<file path="src/rtl/control_sequencer.sv">
// Hardwired fetch/execute sequencer for a three-register ALU datapath.
// All strobes are Moore decodes of the registered T-step plus the IR fields.
module control_sequencer #(
    parameter int REG_BITS  = 4,
    parameter int CNT_WIDTH = 16,
    localparam int NREG     = 2**REG_BITS
) (
    input  logic                 clock,
    input  logic                 clear,
    input  logic                 run,
    input  logic [31:0]          ir,
    input  logic                 mem_ready,
    output logic                 pco,
    output logic                 pci,
    output logic                 inc_pc,
    output logic                 mari,
    output logic                 read,
    output logic                 mdri,
    output logic                 mdro,
    output logic                 iri,
    output logic                 ryi,
    output logic                 rzi,
    output logic                 rzlo_o,
    output logic [NREG-1:0]      rego,
    output logic [NREG-1:0]      regi,
    output logic [3:0]           alu_op,
    output logic [2:0]           step,
    output logic                 halted,
    output logic [CNT_WIDTH-1:0] instr_count
);

    typedef enum logic [2:0] {
        IDLE, T0, T1, T2, T3, T4, T5, HALT
    } state_t;

    state_t                state_reg, state_next;
    logic [CNT_WIDTH-1:0]  count_reg;

    logic [4:0]            opcode;
    logic [REG_BITS-1:0]   ra, rb, rc;
    logic [NREG-1:0]       ra_hot, rb_hot, rc_hot;
    logic [3:0]            op_dec;
    logic                  op_legal;
    logic                  unused_ir_bits;

    assign opcode = ir[31:27];
    assign ra     = ir[26 -: REG_BITS];
    assign rb     = ir[26-REG_BITS -: REG_BITS];
    assign rc     = ir[26-2*REG_BITS -: REG_BITS];
    assign unused_ir_bits = ^ir[26-3*REG_BITS:0];

    generate
        for (genvar gi = 0; gi < NREG; gi++) begin : g_hot
            assign ra_hot[gi] = (ra == REG_BITS'(gi));
            assign rb_hot[gi] = (rb == REG_BITS'(gi));
            assign rc_hot[gi] = (rc == REG_BITS'(gi));
        end
    endgenerate

    always_comb begin
        op_dec   = 4'b0000;
        op_legal = 1'b1;
        case (opcode)
            5'b00011: op_dec = 4'b0001;
            5'b00100: op_dec = 4'b0010;
            5'b00101: op_dec = 4'b0011;
            5'b00110: op_dec = 4'b0100;
            5'b00111: op_dec = 4'b0101;
            5'b01000: op_dec = 4'b0110;
            5'b01001: op_dec = 4'b0111;
            5'b01010: op_dec = 4'b1000;
            default:  op_legal = 1'b0;
        endcase
    end

    always_ff @(posedge clock or posedge clear) begin
        if (clear) begin
            state_reg <= IDLE;
            count_reg <= '0;
        end else begin
            state_reg <= state_next;
            if (state_reg == T5)
                count_reg <= count_reg + 1'b1;
        end
    end

    assign instr_count = count_reg;

    always_comb begin
        state_next = state_reg;
        pco    = 1'b0;
        pci    = 1'b0;
        inc_pc = 1'b0;
        mari   = 1'b0;
        read   = 1'b0;
        mdri   = 1'b0;
        mdro   = 1'b0;
        iri    = 1'b0;
        ryi    = 1'b0;
        rzi    = 1'b0;
        rzlo_o = 1'b0;
        rego   = '0;
        regi   = '0;
        alu_op = 4'b0000;
        step   = 3'd7;
        halted = 1'b0;
        case (state_reg)
            IDLE: if (run) state_next = T0;
            T0: begin
                step   = 3'd0;
                pco    = 1'b1;
                mari   = 1'b1;
                inc_pc = 1'b1;
                rzi    = 1'b1;
                alu_op = 4'b1001;
                state_next = T1;
            end
            T1: begin
                // Held through the stall; reloading PC from Z is idempotent.
                step   = 3'd1;
                rzlo_o = 1'b1;
                pci    = 1'b1;
                read   = 1'b1;
                mdri   = 1'b1;
                if (mem_ready) state_next = T2;
            end
            T2: begin
                step = 3'd2;
                mdro = 1'b1;
                iri  = 1'b1;
                state_next = T3;
            end
            T3: begin
                step = 3'd3;
                if (op_legal) begin
                    rego = rb_hot;
                    ryi  = 1'b1;
                    state_next = T4;
                end else begin
                    state_next = HALT;
                end
            end
            T4: begin
                step   = 3'd4;
                rego   = rc_hot;
                alu_op = op_dec;
                rzi    = 1'b1;
                state_next = T5;
            end
            T5: begin
                step   = 3'd5;
                rzlo_o = 1'b1;
                regi   = ra_hot;
                state_next = run ? T0 : IDLE;
            end
            HALT: halted = 1'b1;
            default: state_next = IDLE;
        endcase
    end

endmodule

</file>
<file path="config.mk">
export PLATFORM = sky130hd
export DESIGN_NAME = control_sequencer
export DESIGN_NICKNAME = d
export VERILOG_FILES = /design/src/rtl/control_sequencer.sv
export SDC_FILE = /design/constraint.sdc
export NUM_CORES = 1
export LEC_CHECK = 0
export ABC_AREA = 1
export CAP_MARGIN = 0
export CORE_MARGIN = 2
export CORE_UTILIZATION = 35
export DETAILED_ROUTE_END_ITERATION = 10
export GPL_TIMING_DRIVEN = 0
export HOLD_SLACK_MARGIN = 0.1
export PLACE_DENSITY_LB_ADDON = 0.2
export RECOVER_POWER = 25
export SYNTH_ARGS = -nofsm -noshare
export SYNTH_HDL_FRONTEND = slang
export SYNTH_SLANG_ARGS = --single-unit
export TNS_END_PERCENT = 1
</file>
<file path="constraint.sdc">
create_clock -name clock -period 2 [get_ports clock]
set_input_delay 0.6 -clock clock [delete_from_list [all_inputs] [get_ports clock]]
set_output_delay 0.6 -clock clock [all_outputs]
set_load 0.01 [all_outputs]
</file>
### Word level (Yosys, flattened, before mapping)

Cells that the tools add are included.

| word-level totals | value |
|---|---|
| register bits | 19 |
| bits in latches | 0 |
| memory bits (writable) | 0 |
| ROM bits | 0 |
| input port bits | 36 |
| output and inout bits | 67 |
| logic and storage cells | 94 |
| memories kept | 0 |

| cells by class | value |
|---|---|
| add/subtract/negate cells | 1 |
| multipliers | 0 |
| div/mod/pow operators | 0 |
| magnitude comparators | 0 |
| equal/unequal tests | 62 |
| shift-type cells | 0 |
| muxes and demuxes | 20 |
| bitwise gates (word level) | 0 |
| reduce and logical (&&, ||, !) cells | 9 |

Operators by type and width:

| operator | number |
|---|---|
| $eq A4 B4 Y1 const B | 24 |
| $eq A4 B3 Y1 const B | 12 |
| $mux W16 | 2 |
| $pmux W16 S2 | 1 |
| $pmux W4 S8 | 1 |
| $eq A4 B2 Y1 const B | 6 |
| $pmux W3 S7 | 1 |
| $eq A5 B3 Y1 const B | 4 |
| $pmux W3 S6 | 1 |
| $add A16 B1 Y16 const B | 1 |
| $eq A5 B4 Y1 const B | 3 |
| $eq A3 B3 Y1 const B | 4 |
| $eq A4 B1 Y1 const B | 3 |
| $logic_not A4 Y1 | 3 |
| $mux W1 | 10 |
| $pmux W4 S2 | 1 |
| $reduce_or A8 Y1 | 1 |
| $reduce_bool A7 Y1 | 1 |
| $eq A3 B2 Y1 const B | 2 |
| $mux W3 | 2 |
| $eq A5 B2 Y1 const B | 1 |
| $ne A2 B2 Y1 const B | 2 |
| $reduce_or A2 Y1 | 2 |
| $eq A3 B1 Y1 const B | 1 |
| 3 further kinds | 3 |

### Logic depth before layout (Yosys ltp)

| depth | value |
|---|---|
| word-level depth | 5 |
| depth in mapped cells | 9 |

### Worst setup path before layout

Ideal clock, no wire load.

| timing path | value |
|---|---|
| path kind | input port to output port |
| start | input ir[31] |
| end | output rego[15] |
| arrival | 1427 ps |
| required time | 1400 ps |
| setup slack | -27 ps |
| cell stages on the path | 7 |
| cell sequence | nor2_1 > nand2_1 > nand2_1 > nand3_1 > nand2_2 > nand3_1 > a21oi_1 |

| on the way | value |
|---|---|
| longest elaborated chain between the ends | 5 |
| elaborated cells between the ends (all ways) | 12 |
| classes of those cells | eq/ne: 8; mux: 3; reduce/logical: 1 |

RTL lines:

| element | RTL line | RTL |
|---|---|---|
| start, declared | 11 | `input logic [31:0] ir,` |
| $eq A5 B4 Y1, or another cell as far along | 63 | `case (opcode)` |
| $reduce_or A8 Y1 (no line) (*) | - |  |
| $mux W1 (*) | 63 |  |
| $mux W16 (*) | 135 | `if (op_legal) begin` |
| $pmux W16 S2 (*) | 107 | `case (state_reg)` |
| end, declared | 24 | `output logic [NREG-1:0] rego,` |

Every way passes the cells marked *; elsewhere a longest branch is shown, timed or not.

### Final worst setup path

| timing path | value |
|---|---|
| start | input ir[29] |
| end | output rego[11] |

Same word-level chain as after synthesis.

==> out/qor.yml <==
power:
  vdd_ir_drop_max_mv: 0.400
  pwr_density_cell_nw_per_um2: 796
  static-leakage-power_nw: 1.50
  design_power_total_mw: 2.37
run_status:
  status: "finished with violations"
  violated_checks: "setup timing"
timing:
  finalHoldWorstSlack_ns: 0.502
  max-slew-margin-rel_pct: 51.8
  final_period_minus_worst_setup_slack_ns: 2.20
  timing.final.max_slew_violations: 0
  max_slew.worst_pin.slew_ns: 0.723
  clock-skew-final_ns: 0.00588
  crit_path_setup_slack_layout_ns: -0.201
  grt_setup_unrepaired: "true"
  timing.final.hold_violations: 0
  tns_ns: -4.12
  setup_viol_count_final: 36
  finalCritPeriodShare_pct: 110
  achievable-frequency_ghz: 0.454
die:
  ioPinCount: 103
  floorplan.die.width_um: 75.4
  fp.dieH_um: 75.4
  start_util_pct: 37.0
  dieArea_um2: 5690
  core_region_area_um2: 4820
  fp-row-count: 25
placed_design:
  io_buffers: 87
  gp_routability_congestion: 0.843
  detailed_place.area_um2: 2740
  dpl.cell_count: 446
  place_ws_ns: -1.17
  hpwl_um: 4100
synthesis:
  post_synth_main_area_contributors: "sky130_fd_sc_hd__dfrtp_1 (27%), sky130_fd_sc_hd__nand2_1 (15%), sky130_fd_sc_hd__nor2_1 (14%)"
  postSynthAreaPerCell_um2: 6.11
  netlist_top_cells_count: "sky130_fd_sc_hd__nand2_1 (69), sky130_fd_sc_hd__nor2_1 (65), sky130_fd_sc_hd__inv_1 (40), sky130_fd_sc_hd__nand3_1 (37), sky130_fd_sc_hd__dfrtp_1 (19)"
  synthCells: 292
  yosys_warnings: 0
  ys_seq_area_share_pct: 26.6
  ys_seq_elements: 19
  postSynth.topFlopCell: "sky130_fd_sc_hd__dfrtp_1"
  number_of_different_library_cells_in_the_post_synthesis_netlist: 30
  synth-edff-count: 0
  yosysTopAreaCell: "sky130_fd_sc_hd__dfrtp_1"
  yosysTopAreaCellShare_pct: 26.6
  synth_async_sr_flop_share_pct: 100
  yosys.cell_count.top_type: "sky130_fd_sc_hd__nand2_1"
  netlist_area_um2: 1780
  synth_nets: 329
clock_network:
  root_buffer: "sky130_fd_sc_hd__clkbuf_8"
  cts-htree-levels: 1
  cts.clk_slew.worst_paths_ns: 0.07
  clkSinkCount: 19
  insertion_delay_ns: 0.25
  cts_made_buffers: 3
  tritoncts: "built"
  cts-root-to-sink-buffers: 2
cells_and_area:
  syn_to_final_growth_pct: 66.8
  fin_area_um2: 2980
  n_diodes: 0
  core_util_final_pct: 61.8
  final_nets: 435
  proportion_of_layout_cells_with_a_drive_suffix_above_1_pct: 34.0
  largest_register_ff_count: 16
  n_fill_cell: 487
  finished_layout_cells: 464
global_routing:
  globalRouteTotalUtil_pct: 20.0
  grt_antenna_before_repair: 0
  grt_first_pass_wirelength_um: 9060
  grt-ovfl-total: 0
  grt_start_max_net_pins: 20
  first_global_vias: 2100
worst_setup_path:
  critPathCaptureType: "output port"
  cp.arrival_ns: 1.60
  critPathKind: "in -> out"
  timing.critical_path.required_ns: 1.40
  timing.critical_path.from_type: "input pin"
  critical_path_peak_fanout: 5
detailed_routing:
  drt-initial-drc-count: 107
  detailroute.via_count: 2169
  detail_route.drc_violations: 0
  detail_route.wl_per_cell_um: 11.8
  route.antenna.remaining_nets: 0
  viasPerCell: 4.67
  drtPass1Iterations: 4
  wirelength_um: 5470
run:
  cap_violations: 0
worst_hold_path:
  min-delay-path-class: "reg -> reg"
==> layout make-up <==
class,instances,area [um^2],share of cell area (%)
plain buffers,9,78.8,2.65
clock buffers,4,45.0,1.51
inverters,44,175,5.88
multi-input cells,219,1250,41.9
flip-flops and latches,19,477,16.0
well taps,67,83.8,2.82
repair buffers,102,871,29.3
==> cells by family after synthesis <==
kind of cell | count (synthesis) | synth area share, %
AO/OA/AOI/OAI | 11 | 3.79
flip-flops | 19 | 26.6
AND/OR/NAND/NOR | 195 | 49.4
adder cells (fa/ha/maj) | 1 | 0.701
buffers and inverters | 54 | 13.5
XOR/XNOR | 12 | 5.89
==> report_power, final <==
part	leakage, nW	total [mW]	switching (mW)	internal [mW]
Sequential	0.250	0.547	0.0882	0.459
Combinational	1.23	1.56	0.859	0.700
Clock	0.0228	0.262	0.121	0.141
==> critical path, stage by stage <==
cell,delay [ns]
sky130_fd_sc_hd__buf_6,0.10
sky130_fd_sc_hd__inv_2,0.08
sky130_fd_sc_hd__nand2_2,0.06
sky130_fd_sc_hd__nand2_2,0.07
sky130_fd_sc_hd__nor2_4,0.04
sky130_fd_sc_hd__nor2_4,0.15
sky130_fd_sc_hd__nand2_4,0.09
sky130_fd_sc_hd__buf_6,0.13
sky130_fd_sc_hd__nand3_1,0.08
sky130_fd_sc_hd__nand2_1,0.06
sky130_fd_sc_hd__buf_2,0.14
==> metal layers <==
metal  track usage (%)  share of wire (%)  vias up
met5                 0                  0        -
met4              2.34               0.79        0
met3              5.29                7.3        4
met2              35.3                 48       68
met1              25.4                 44      979
li1                  -                  -     1118
==> placed cells by master (no fill, tap or decap), types with 3 or more instances in the layout <==
cell type,synthesis,routed
sky130_fd_sc_hd__buf_2,1,22
sky130_fd_sc_hd__nor2_1,65,52
sky130_fd_sc_hd__buf_6,1,10
sky130_fd_sc_hd__nand2_2,2,16
sky130_fd_sc_hd__xnor2_1,3,3
sky130_fd_sc_hd__clkdlybuf4s50_1,0,19
sky130_fd_sc_hd__dfrtp_1,19,18
sky130_fd_sc_hd__dlygate4sd2_1,0,20
sky130_fd_sc_hd__nor3_1,4,4
sky130_fd_sc_hd__nor2_2,5,12
sky130_fd_sc_hd__nand2_4,1,4
sky130_fd_sc_hd__nand2_1,69,52
sky130_fd_sc_hd__buf_4,8,20
sky130_fd_sc_hd__inv_1,40,37
sky130_fd_sc_hd__xor2_1,9,9
sky130_fd_sc_hd__nor2_4,3,9
sky130_fd_sc_hd__clkdlybuf4s15_2,0,14
sky130_fd_sc_hd__nand3_1,37,32
sky130_fd_sc_hd__o21ai_0,4,4
sky130_fd_sc_hd__nand3_2,0,4
sky130_fd_sc_hd__inv_2,4,5
sky130_fd_sc_hd__clkbuf_8,0,3
==> timing repair <==
item / CTS / global route
pin swaps: 20 / 18
endpoints found under the hold margin: 0 / 0
buffers inserted: 13 / 1
gates resized for setup: 235 / 26
hold buffers: 0 / 0
endpoints found under the setup margin: 51 / 44
gates cloned: 1 / 0
==> path summary, 6_finish.rpt <==
kind / start / cells after the start / slack [ns] / end
worst max register to register: state_reg[2] / 8 / 0.17 / instr_count[13]
worst max-delay path: ir[29] / 11 / -0.20 / rego[11]
min in group asynchronous: clear / 2 / 0.90 / instr_count[8]
worst min-delay path: instr_count[15] / 2 / 0.50 / instr_count[15]
worst min register to register: instr_count[15] / 2 / 0.50 / instr_count[15]
max in group asynchronous: clear / 2 / 0.59 / state_reg[1]
Power figures use the tool's default switching activity.
